File: src/rtl/fnd_scan_controller_pkg.sv
// Shared definitions for the FND scan controller: segment constants,
// nibble-to-segment decode and the converter FSM state type.
package fnd_pkg;

  localparam logic [7:0] SEG_BLANK = 8'hFF;
  localparam logic [7:0] SEG_DASH  = 8'hBF;

  typedef enum logic [1:0] {IDLE, SHIFT, COMMIT} conv_state_e;

  // Active-low {g,f,e,d,c,b,a}.
  function automatic logic [6:0] hex2seg(input logic [3:0] nib);
    logic [6:0] s;
    case (nib)
      4'h0: s = 7'h40;
      4'h1: s = 7'h79;
      4'h2: s = 7'h24;
      4'h3: s = 7'h30;
      4'h4: s = 7'h19;
      4'h5: s = 7'h12;
      4'h6: s = 7'h02;
      4'h7: s = 7'h78;
      4'h8: s = 7'h00;
      4'h9: s = 7'h10;
      4'hA: s = 7'h08;
      4'hB: s = 7'h03;
      4'hC: s = 7'h46;
      4'hD: s = 7'h21;
      4'hE: s = 7'h06;
      default: s = 7'h0E;
    endcase
    return s;
  endfunction

endpackage

File: src/rtl/fnd_scan_controller_if.sv
// Host-side bus of the FND scan controller.
//   bin/load       : value to display and its capture strobe
//   dp_mask        : per-digit decimal point enables (live)
//   blank_lz       : leading-zero blanking enable (live)
//   busy/overflow  : conversion status
//   seg/seg_com    : active-low segment and digit-common pins
interface fnd_scan_controller_if #(
  parameter int unsigned DIGITS = 4,
  parameter int unsigned BIN_W  = 14
);
  logic [BIN_W-1:0]  bin;
  logic              load;
  logic [DIGITS-1:0] dp_mask;
  logic              blank_lz;
  logic              busy;
  logic              overflow;
  logic [7:0]        seg;
  logic [DIGITS-1:0] seg_com;

  modport master (
    output bin, load, dp_mask, blank_lz,
    input  busy, overflow, seg, seg_com
  );

  modport slave (
    input  bin, load, dp_mask, blank_lz,
    output busy, overflow, seg, seg_com
  );
endinterface

File: src/rtl/fnd_scan_controller_bin2bcd_seq.sv
// Sequential double-dabble binary-to-BCD converter.
//   clk, rst : clock, synchronous active-low reset
//   bin/load : value and single-cycle capture strobe (ignored while busy)
//   busy     : conversion in progress
//   bcd      : committed BCD, DIGITS nibbles
//   overflow : committed value did not fit in DIGITS nibbles
module bin2bcd_seq
  import fnd_pkg::*;
#(
  parameter int unsigned BIN_W  = 14,
  parameter int unsigned DIGITS = 4
) (
  input  logic                clk,
  input  logic                rst,
  input  logic [BIN_W-1:0]    bin,
  input  logic                load,
  output logic                busy,
  output logic [4*DIGITS-1:0] bcd,
  output logic                overflow
);

  localparam int unsigned BCD_W = 4*DIGITS + 4;
  localparam int unsigned CNT_W = $clog2(BIN_W + 1);

  conv_state_e      state, state_next;
  logic [BIN_W-1:0] sh_bin;
  logic [BCD_W-1:0] sh_bcd;
  logic [BCD_W-1:0] adj;
  logic [CNT_W-1:0] iter;
  logic             lost;
  logic             accept;

  // busy is a registered copy of "not idle", so it trails the FSM by one
  // cycle; gating on it as well keeps load ignored for the whole busy window.
  assign accept = load && !busy;

  always_comb begin
    adj = sh_bcd;
    for (int unsigned n = 0; n < DIGITS + 1; n++) begin
      if (sh_bcd[n*4 +: 4] >= 4'd5) adj[n*4 +: 4] = sh_bcd[n*4 +: 4] + 4'd3;
    end
  end

  always_ff @(posedge clk) begin
    if (!rst) state <= IDLE;
    else      state <= state_next;
  end

  always_comb begin
    state_next = state;
    case (state)
      IDLE:    if (accept) state_next = SHIFT;
      SHIFT:   if (iter == CNT_W'(BIN_W - 1)) state_next = COMMIT;
      COMMIT:  state_next = IDLE;
      default: state_next = IDLE;
    endcase
  end

  always_ff @(posedge clk) begin
    if (!rst) begin
      sh_bin   <= '0;
      sh_bcd   <= '0;
      iter     <= '0;
      lost     <= 1'b0;
      bcd      <= '0;
      overflow <= 1'b0;
      busy     <= 1'b0;
    end else begin
      busy <= (state != IDLE);
      case (state)
        IDLE: begin
          if (accept) begin
            sh_bin <= bin;
            sh_bcd <= '0;
            iter   <= '0;
            lost   <= 1'b0;
          end
        end
        SHIFT: begin
          sh_bcd <= {adj[BCD_W-2:0], sh_bin[BIN_W-1]};
          sh_bin <= sh_bin << 1;
          iter   <= iter + 1'b1;
          // Catches carries past the guard nibble for wide BIN_W.
          lost   <= lost | adj[BCD_W-1];
        end
        COMMIT: begin
          bcd      <= sh_bcd[4*DIGITS-1:0];
          overflow <= lost | (sh_bcd[BCD_W-1 -: 4] != 4'd0);
        end
        default: ;
      endcase
    end
  end

endmodule

File: src/rtl/fnd_scan_controller.sv
// Multiplexed common-anode seven-segment driver with sequential BCD
// conversion, decimal points, leading-zero blanking and overflow dashes.
//   clk, rst : clock, synchronous active-low reset
//   bus      : fnd_scan_controller_if slave (bin, load, dp_mask, blank_lz,
//              busy, overflow, seg, seg_com)
module fnd_scan_controller
  import fnd_pkg::*;
#(
  parameter int unsigned CLK_HZ  = 100_000_000,
  parameter int unsigned SCAN_HZ = 1000,
  parameter int unsigned DIGITS  = 4,
  parameter int unsigned BIN_W   = 14
) (
  input  logic                 clk,
  input  logic                 rst,
  fnd_scan_controller_if.slave bus
);

  localparam int unsigned DIV   = CLK_HZ / SCAN_HZ;
  localparam int unsigned CNT_W = (DIV > 1) ? $clog2(DIV) : 1;
  localparam int unsigned IDX_W = (DIGITS > 1) ? $clog2(DIGITS) : 1;

  logic [CNT_W-1:0]    div_cnt;
  logic                tick;
  logic [IDX_W-1:0]    idx;
  logic [4*DIGITS-1:0] disp;
  logic [DIGITS-1:0]   zero_from;
  logic                acc;
  logic [3:0]          nib;
  logic                lead_zero;
  logic [7:0]          seg_next;

  bin2bcd_seq #(
    .BIN_W  (BIN_W),
    .DIGITS (DIGITS)
  ) u_conv (
    .clk      (clk),
    .rst      (rst),
    .bin      (bus.bin),
    .load     (bus.load),
    .busy     (bus.busy),
    .bcd      (disp),
    .overflow (bus.overflow)
  );

  assign tick = (div_cnt == CNT_W'(DIV - 1));

  always_ff @(posedge clk) begin
    if (!rst) begin
      div_cnt <= '0;
      idx     <= '0;
    end else begin
      div_cnt <= tick ? '0 : div_cnt + 1'b1;
      if (tick) idx <= (idx == IDX_W'(DIGITS - 1)) ? '0 : idx + 1'b1;
    end
  end

  // zero_from[i]: every nibble from i upwards is zero.
  always_comb begin
    zero_from = '0;
    acc       = 1'b1;
    for (int unsigned k = 0; k < DIGITS; k++) begin
      acc = acc & (disp[(DIGITS-1-k)*4 +: 4] == 4'd0);
      zero_from[DIGITS-1-k] = acc;
    end
    nib       = '0;
    lead_zero = 1'b0;
    for (int unsigned i = 0; i < DIGITS; i++) begin
      if (idx == IDX_W'(i)) begin
        nib       = disp[i*4 +: 4];
        lead_zero = (i != 0) && zero_from[i];
      end
    end
    seg_next = {~bus.dp_mask[idx], hex2seg(nib)};
    if (bus.overflow)                    seg_next[6:0] = SEG_DASH[6:0];
    else if (bus.blank_lz && lead_zero)  seg_next[6:0] = SEG_BLANK[6:0];
  end

  always_ff @(posedge clk) begin
    if (!rst) begin
      bus.seg     <= SEG_BLANK;
      bus.seg_com <= '1;
    end else begin
      bus.seg     <= seg_next;
      bus.seg_com <= ~(DIGITS'(1) << idx);
    end
  end

endmodule

File: src/flat_wrapper.sv
// flat-port wrapper written by rule: the top's interface ports become plain ports
module fnd_scan_controller_flat import fnd_pkg::*;
#(
  parameter int unsigned CLK_HZ  = 100_000_000,
  parameter int unsigned SCAN_HZ = 1000,
  parameter int unsigned DIGITS  = 4,
  parameter int unsigned BIN_W   = 14
)
  (clk, rst, bus_bin, bus_load, bus_dp_mask, bus_blank_lz, bus_busy, bus_overflow, bus_seg, bus_seg_com);
  fnd_scan_controller_if #(.DIGITS(DIGITS), .BIN_W(BIN_W)) bus_i ();
  input  logic clk;
  input  logic rst;
  input wire logic [$bits(bus_i.bin)-1:0] bus_bin;
  input wire logic [$bits(bus_i.load)-1:0] bus_load;
  input wire logic [$bits(bus_i.dp_mask)-1:0] bus_dp_mask;
  input wire logic [$bits(bus_i.blank_lz)-1:0] bus_blank_lz;
  output wire logic [$bits(bus_i.busy)-1:0] bus_busy;
  output wire logic [$bits(bus_i.overflow)-1:0] bus_overflow;
  output wire logic [$bits(bus_i.seg)-1:0] bus_seg;
  output wire logic [$bits(bus_i.seg_com)-1:0] bus_seg_com;
  assign bus_i.bin = bus_bin;
  assign bus_i.load = bus_load;
  assign bus_i.dp_mask = bus_dp_mask;
  assign bus_i.blank_lz = bus_blank_lz;
  assign bus_busy = bus_i.busy;
  assign bus_overflow = bus_i.overflow;
  assign bus_seg = bus_i.seg;
  assign bus_seg_com = bus_i.seg_com;
  fnd_scan_controller #(.CLK_HZ(CLK_HZ), .SCAN_HZ(SCAN_HZ), .DIGITS(DIGITS), .BIN_W(BIN_W)) u_core (.clk(clk), .rst(rst), .bus(bus_i));
endmodule
File: config.mk
export PLATFORM = sky130hd
export DESIGN_NAME = fnd_scan_controller_flat
export DESIGN_NICKNAME = d
export VERILOG_FILES = /design/src/rtl/fnd_scan_controller_pkg.sv /design/src/rtl/fnd_scan_controller_if.sv /design/src/rtl/fnd_scan_controller_bin2bcd_seq.sv /design/src/rtl/fnd_scan_controller.sv /design/src/flat_wrapper.sv
export SDC_FILE = /design/constraint.sdc
export NUM_CORES = 1
export LEC_CHECK = 0
export ABC_AREA = 1
export CORE_ASPECT_RATIO = 0.75
export CORE_MARGIN = 2
export CORE_UTILIZATION = 43
export DETAILED_ROUTE_END_ITERATION = 7
export DONT_BUFFER_PORTS = 1
export SYNTH_ARGS = -nofsm -noshare
export SYNTH_HDL_FRONTEND = slang
export SYNTH_SLANG_ARGS = --single-unit
File: constraint.sdc
create_clock -name clk -period 3.08 [get_ports clk]
set_input_delay 0.154 -clock clk [delete_from_list [all_inputs] [get_ports clk]]
set_output_delay 0.154 -clock clk [all_outputs]
set_load 0.01 [all_outputs]
==> results of run 1 <==
==> stage by stage <==
| stage | total power [W] | worst slack (ns) | util, % | instance area, um^2 | cells |
|---|---|---|---|---|---|
| after floorplan | 0.00133 | 1.16 | - | 4340 | 589 |
| after global placement | 0.00135 | 0.898 | 45.7 | 4450 | 707 |
| after detailed placement | 0.00135 | 0.820 | 45.7 | 4450 | 707 |
| after CTS | 0.00245 | 0.781 | 49.9 | 4850 | 734 |
| after global routing | 0.00252 | 0.456 | 49.9 | 4850 | 734 |
| final | 0.00242 | 0.775 | 49.9 | 4850 | 734 |
==> cell usage in the layout, fill, tap and decap left out, drive strengths merged, types with 4 or more instances in the layout <==
master and n:
nand2 133, dfxtp 90, a21oi 70, inv 70
o21ai 46, nor2 45, nand3 40, ha 25
clkbuf 13, dlygate4sd3 12, nor3 9, xor2 8
a22oi 7, or2 6, a31oi 5, nand4 4
buf 4
==> logic make-up after synthesis <==
family                   Yosys count
flip-flops                        90
XOR/XNOR                           9
AND/OR/NAND/NOR                  241
AO/OA/AOI/OAI                    136
buffers and inverters             88
adder cells (fa/ha/maj)           25
==> metal layers <==
metal / vias up / part of all wire (%) / track usage [%]
met3: 10 / 3.7 / 4.71
met1: 1690 / 50 / 23.5
li1: 1947 / - / -
met2: 57 / 45 / 28.8
met4: 0 / 0.98 / 5.20
met5: - / 0 / 0
==> area by class of cell <==
| cell class | instances | area (um^2) | share of cell area (%) |
|---|---|---|---|
| multi-input cells | 411 | 2190 | 45.0 |
| clock inverters | 2 | 37.5 | 0.773 |
| repair buffers | 16 | 150 | 3.09 |
| clock buffers | 13 | 250 | 5.16 |
| flip-flops and latches | 90 | 1800 | 37.1 |
| well taps | 132 | 165 | 3.40 |
| inverters | 70 | 263 | 5.41 |
==> worst min-delay path by stage <==
stage / slack [ns] / cells past startpoint / from / end
after floorplan: 0.30 / 2 / bus_bin[0] / u_core.u_conv.sh_bin[0]
after global placement: 0.23 / 1 / rst / u_core.bus.seg[6]
after detailed placement: 0.23 / 1 / rst / u_core.bus.seg[7]
after CTS: 0.01 / 2 / bus_bin[12] / u_core.u_conv.sh_bin[12]
after global routing: 0.03 / 2 / bus_bin[2] / u_core.u_conv.sh_bin[2]
final: 0.02 / 2 / bus_bin[2] / u_core.u_conv.sh_bin[2]
==> cells in the mapped netlist, drive strengths merged <==
cell type / n
a211oi: 1
a21oi: 70
a22oi: 7
a31oi: 5
a41oi: 1
buf: 6
clkbuf: 12
dfxtp: 90
ha: 25
inv: 70
nand2: 133
nand3: 40
nand4: 4
nor2: 45
nor3: 9
nor3b: 3
nor4: 1
o211ai: 1
o21ai: 46
o221ai: 1
o22ai: 1
o31ai: 1
o32ai: 2
or2: 6
xnor2: 1
xor2: 8
==> worst max-delay path, cell delays in order, from the launching register on <==
cell     delay [ns]
dfxtp_1        0.38
inv_1          0.13
ha_1           0.29
inv_1          0.17
o21ai_0        0.11
o21ai_0        0.22
nand2_1        0.20
inv_1          0.15
ha_1           0.18
nand3_1        0.12
nand2_1        0.09
nand2_1        0.05
nand2_1        0.07
nand2_1        0.04
nand2_1        0.05
==> registers in the layout, indices dropped and copies added, names as in the netlist, 2 cells and up <==
signal / count
u_core.u_conv.sh_bcd: 20
u_core.div_cnt: 17
u_core.u_conv.bcd: 16
u_core.u_conv.sh_bin: 14
u_core.bus.seg: 8
u_core.bus.seg_com: 4
u_core.u_conv.iter: 4
u_core.idx: 2
u_core.u_conv.state: 2
==> power by group through the flow <==
stage | Combinational, W | Sequential (W) | Clock (W)
after floorplan | 0.0000968 | 0.00123 | 0
after global placement | 0.000111 | 0.00124 | 0
after detailed placement | 0.000113 | 0.00124 | 0
after CTS | 0.000131 | 0.00121 | 0.00111
after global routing | 0.000148 | 0.00121 | 0.00116
final | 0.000131 | 0.00121 | 0.00107
==> repair_timing <==
item	CTS	global route
hold endpoints to repair	40	0
hold buffers	12	0
setup buffers	0	0
resized for setup	0	0
==> reports/metrics.yaml, run 1 <==
drt_first_pass_iters: 4
period_needed_ns: 2.31
via_per_inst: 5.05
r2r-end: "u_core.bus.seg[6]"
synth_nets: 636
num_io_pins: 36
setup_viol: 0
place.gp.congestion: 0.861
fin_skew_ns: 0.00771
drive_above_1_share_pct: 6.48
timing.rr.start: "u_core.idx[0]"
hold_path.class: "input port to flip-flop"
core_mm2: 0.00974
synthAdderAreaFrac_pct: 7.22
setup_tns_ns: 0
synth_area_mm2: 0.00434
p_int_w: 0.00188
grt_overflow: 0
end_kind: "flip-flop"
synth_seq_cells: 90
cts_tree: "built"
die_h_um: 91.0
syn_avg_cell_area_um2: 7.36
wl_per_cell_um: 12.4
rows: 31
grtUsageTotal_pct: 17.9
cap_violations: 0
syn_to_final_growth_pct: 11.9
worst_pin_slew_ns: 1.02
dp_hpwl_mm: 6.23
r2r_cells: 14
swShare_pct: 22.1
yosysWarningCount: 0
timing.hold.ws_ns: 0.0197
postRouteAntennaNets: 0
postSynthCellCount: 589
drt_iter0_markers: 232
dieArea_mm2: 0.0109
slew-limit-headroom_pct: 31.5
power.density_mw_per_mm2: 498
pwr-share-seq_pct: 50.2
initial_core_util_pct: 44.5
p_comb_share_pct: 5.4
critPathKind: "flip-flop to flip-flop"
drv_slew: 0
drc: 0
endpoint: "u_core.bus.seg[6]"
finalCritPeriodShare_pct: 74.8
muxShareOfSynthArea_pct: 0
cp-start-kind: "flip-flop"
yosys.area_share.xor_xnor_pct: 1.82
rsz0062_at_grt: "false"
fmax_mhz: 434
cts_max_level: 3
n_fill_cell: 961
grt_pass1_vias: 3522
critPathLaunch: "u_core.idx[0]"
cp.required_ns: 3.35
p_sw_w: 0.000533
finalWirelength_mm: 9.12
yosysSeqAreaShare_pct: 41.6
cts.sinks: 90
clockBufferDepth: 2
hold_viol_final: 0
antenna_cells: 0
ir_drop_mv: 0.317
root_buffer: "clkbuf_16"
r2r_slack_ns: 0.77
path_clk_slew_ns: 0.06
synth-simple-area-share_pct: 24.2
num-nets-final: 645
die_w_um: 120
synth_cell_types: 38
outcome: "completed"
numCtsBuffers: 9
cp_data_arrival_time_ns: 2.57
synth_largest_area_cell: "dfxtp_1"
power_frac_clock_pct: 44.4
num_vias: 3704
p_leak_nw: 1.88
ys_top_cells_by_area: "dfxtp_1 42%, nand2_1 11%, a21oi_1 7.7%, ha_1 7.2%, inv_1 5.5%"
synth_top_cell_area_share_pct: 41.6
synth_compound_area_share_pct: 17.2
antenna_found_initial: 0
grt_pass1_wl_mm: 16.0
path_max_fanout: 6
portBuffers: 0
insertion_delay_ns: 0.34
synth_top_family_by_area: "simple AND/OR/NAND/NOR gates"
grt_max_degree: 35
Power figures use the tool's default switching activity.
==> run 2, diff against run 1 <==
==> constraint.sdc (replaced) <==
create_clock -name clk -period 2.1 [get_ports clk]
set_input_delay 0.105 -clock clk [delete_from_list [all_inputs] [get_ports clk]]
set_output_delay 0.105 -clock clk [all_outputs]
set_load 0.01 [all_outputs]
==> reports/metrics.yaml, run 2 (synthesis results as in run 1) <==
outcome: "completed"  # unchanged
path_clk_slew_ns: 0.06  # about the same
reg_top3: "u_core.u_conv.sh_bcd x20, u_core.div_cnt x17, u_core.u_conv.bcd x16"  # unchanged
cp_data_arrival_time_ns: 2.11  # was 2.57 ns
initial_core_util_pct: 44.5  # unchanged
drt_first_pass_iters: 7  # was 4
worstPathCellList: "inv_2, ha_2, nand2_1, nand2_1, nand3_1, nand2_1, nand2_1, buf_4, ha_1, nand2_1, o21ai_0, nand2_1, nand3_1"  # was inv_1, ha_1, inv_1, o21ai_0, o21ai_0, nand2_1, inv_1, ha_1, nand3_1, nand2_1, nand2_1, nand2_1, nand2_1, nand2_1
num_io_pins: 36  # unchanged
finalWirelength_mm: 9.39  # was 9.12 mm
cts.sinks: 90  # unchanged
cts_max_level: 3  # unchanged
final_area_mm2: 0.00497  # was 0.00485 mm^2
drc: 0  # unchanged
die_h_um: 91.0  # unchanged
cp.required_ns: 2.32  # was 3.35 ns
timing.hold.ws_ns: 0.0295  # was 0.0197 ns
wl_met3_um: 316  # was 338 um
period_needed_ns: 1.89  # was 2.31 ns
drv_slew: 0  # unchanged
ir_drop_mv: 0.338  # was 0.317 mV
fmax_mhz: 529  # was 434 MHz
core_mm2: 0.00974  # unchanged
num_vias: 3780  # was 3704
worst_pin_slew_ns: 1.03  # was 1.02 ns
p_leak_nw: 1.92  # was 1.88 nW
worstPathBufferInverterCount: 2  # was 3
power.density_mw_per_mm2: 720  # was 498 mW/mm^2
grt_pass1_vias: 3651  # was 3522
via_per_inst: 5.10  # was 5.05
largest_reg_flops: 20  # unchanged
portBuffers: 0  # unchanged
setup_viol: 0  # unchanged
wl_met1_mm: 4.58  # about the same
drt_iter0_markers: 295  # was 232
crit_path_top_delay_cell: "dfxtp_4"  # was dfxtp_1
num-nets-final: 653  # was 645
end_kind: "flip-flop"  # unchanged
cp-start-kind: "flip-flop"  # unchanged
dp_hpwl_mm: 6.39  # was 6.23 mm
drive_above_1_share_pct: 9.36  # was 6.48%
wl_met2_mm: 4.36  # was 4.11 mm
antenna_found_initial: 0  # unchanged
dpl_cell_area_mm2: 0.00450  # was 0.00445 mm^2
hold_viol_final: 0  # unchanged
grt_pass1_wl_mm: 16.3  # was 16.0 mm
grt_max_degree: 35  # unchanged
finalCritPeriodShare_pct: 90.1  # was 74.8%
grt_overflow: 0  # unchanged
die_w_um: 120  # unchanged
max_stage_delay_ns: 0.37  # was 0.38 ns
rows: 31  # unchanged
slew-limit-headroom_pct: 30.8  # was 31.5%
maxUsedRoutingLayer: "met4"  # unchanged
path_max_fanout: 6  # unchanged
layout_common_cells: "128 x nand2_1, 88 x dfxtp_1, 67 x a21oi_1"  # was 129 x nand2_1, 90 x dfxtp_1, 67 x a21oi_1
root_buffer: "clkbuf_16"  # unchanged
cpLargestDelayFamily: "simple AND/OR/NAND/NOR gates"  # unchanged
cap_violations: 0  # unchanged
power_w: 0.00358  # was 0.00242 W
critPathKind: "flip-flop to flip-flop"  # unchanged
numCtsBuffers: 9  # unchanged
hold_path.class: "input port to flip-flop"  # unchanged
cts_tree: "built"  # unchanged
dieArea_mm2: 0.0109  # unchanged
top_register: "u_core.u_conv.sh_bcd"  # unchanged
antenna_cells: 0  # unchanged
clockBufferDepth: 2  # unchanged
crit_top_cell: "nand2_1"  # unchanged
finalWorstSetupSlack_ns: 0.209  # was 0.775 ns
insertion_delay_ns: 0.33  # was 0.34 ns
r2r_slack_ns: 0.21  # was 0.77 ns
wl_per_cell_um: 12.7  # was 12.4 um
place.gp.congestion: 0.838  # was 0.861
postRouteAntennaNets: 0  # unchanged
pre_cts_ws_ns: -0.0855  # was 0.820 ns
final_common_cell: "nand2_1"  # unchanged
fin_skew_ns: 0.00734  # was 0.00771 ns
grtUsageTotal_pct: 18.0  # was 17.9%
syn_to_final_growth_pct: 14.7  # was 11.9%
==> run 2: cell count changes in the layout (fill, tap and decap cells not counted), sizes merged <==
| cell | before | now |
|---|---|---|
| buf | 4 | 10 |
| dlygate4sd3 | 12 | 14 |
| clkbuf | 13 | 12 |
==> run 2: layer usage <==
layer / up-vias / track usage, %
li1: 1962 / -
met1: 1750 / 23.8
met2: 60 / 29.1
met3: 8 / 4.52
met4: 0 / 5.59
met5: - / 0
==> run 2: layout make-up <==
| class | instances | area, um^2 |
|---|---|---|
| flip-flops and latches | 90 | 1810 |
| repair buffers | 24 | 228 |
| clock buffers | 12 | 256 |
| inverters | 70 | 263 |
| fillers | 954 | 4760 |
| well taps | 132 | 165 |
| multi-input cells | 411 | 2220 |
| clock inverters | 2 | 37.5 |
==> run 2: timing repair <==
action,4_1_cts,5_1_grt
hold buffers,14,0
hold endpoints to repair,43,0
setup endpoints to repair,4,7
setup buffers,1,0
resized for setup,1,14
pin swaps,1,2
==> run 2: through the flow <==
step                      instances  setup TNS (ns)  util (%)
after floorplan                 589               0         -
after global placement          712        -0.00160      46.2
after detailed placement        712          -0.202      46.2
after CTS                       741               0      50.7
after global routing            741         -0.0109      51.1
final                           741               0      51.1
==> run 2: path summary, 6_finish.rpt <==
check	from	to	cells after the start
hold reg to reg	u_core.div_cnt[0]	u_core.div_cnt[0]	1
setup reg to reg	u_core.idx[0]	u_core.bus.seg[3]	13
setup / recovery	u_core.idx[0]	u_core.bus.seg[3]	13
hold / removal	bus_bin[13]	u_core.u_conv.sh_bin[13]	2
==> run 2: worst reg2reg max path, cell delays in order, from the launching register on <==
cell and delay (ns):
dfxtp_4 0.37, inv_2 0.12, ha_2 0.23, nand2_1 0.07
nand2_1 0.05, nand3_1 0.07, nand2_1 0.07, nand2_1 0.06
buf_4 0.15, ha_1 0.25, nand2_1 0.11, o21ai_0 0.08
nand2_1 0.06, nand3_1 0.07
==> run 2: report_power, final <==
group	switching, W	total (W)	internal [W]
Clock	0.000625	0.00160	0.000974
Sequential	0.0000281	0.00178	0.00175
Combinational	0.000132	0.000208	0.0000758
Total	0.000785	0.00358	0.00280
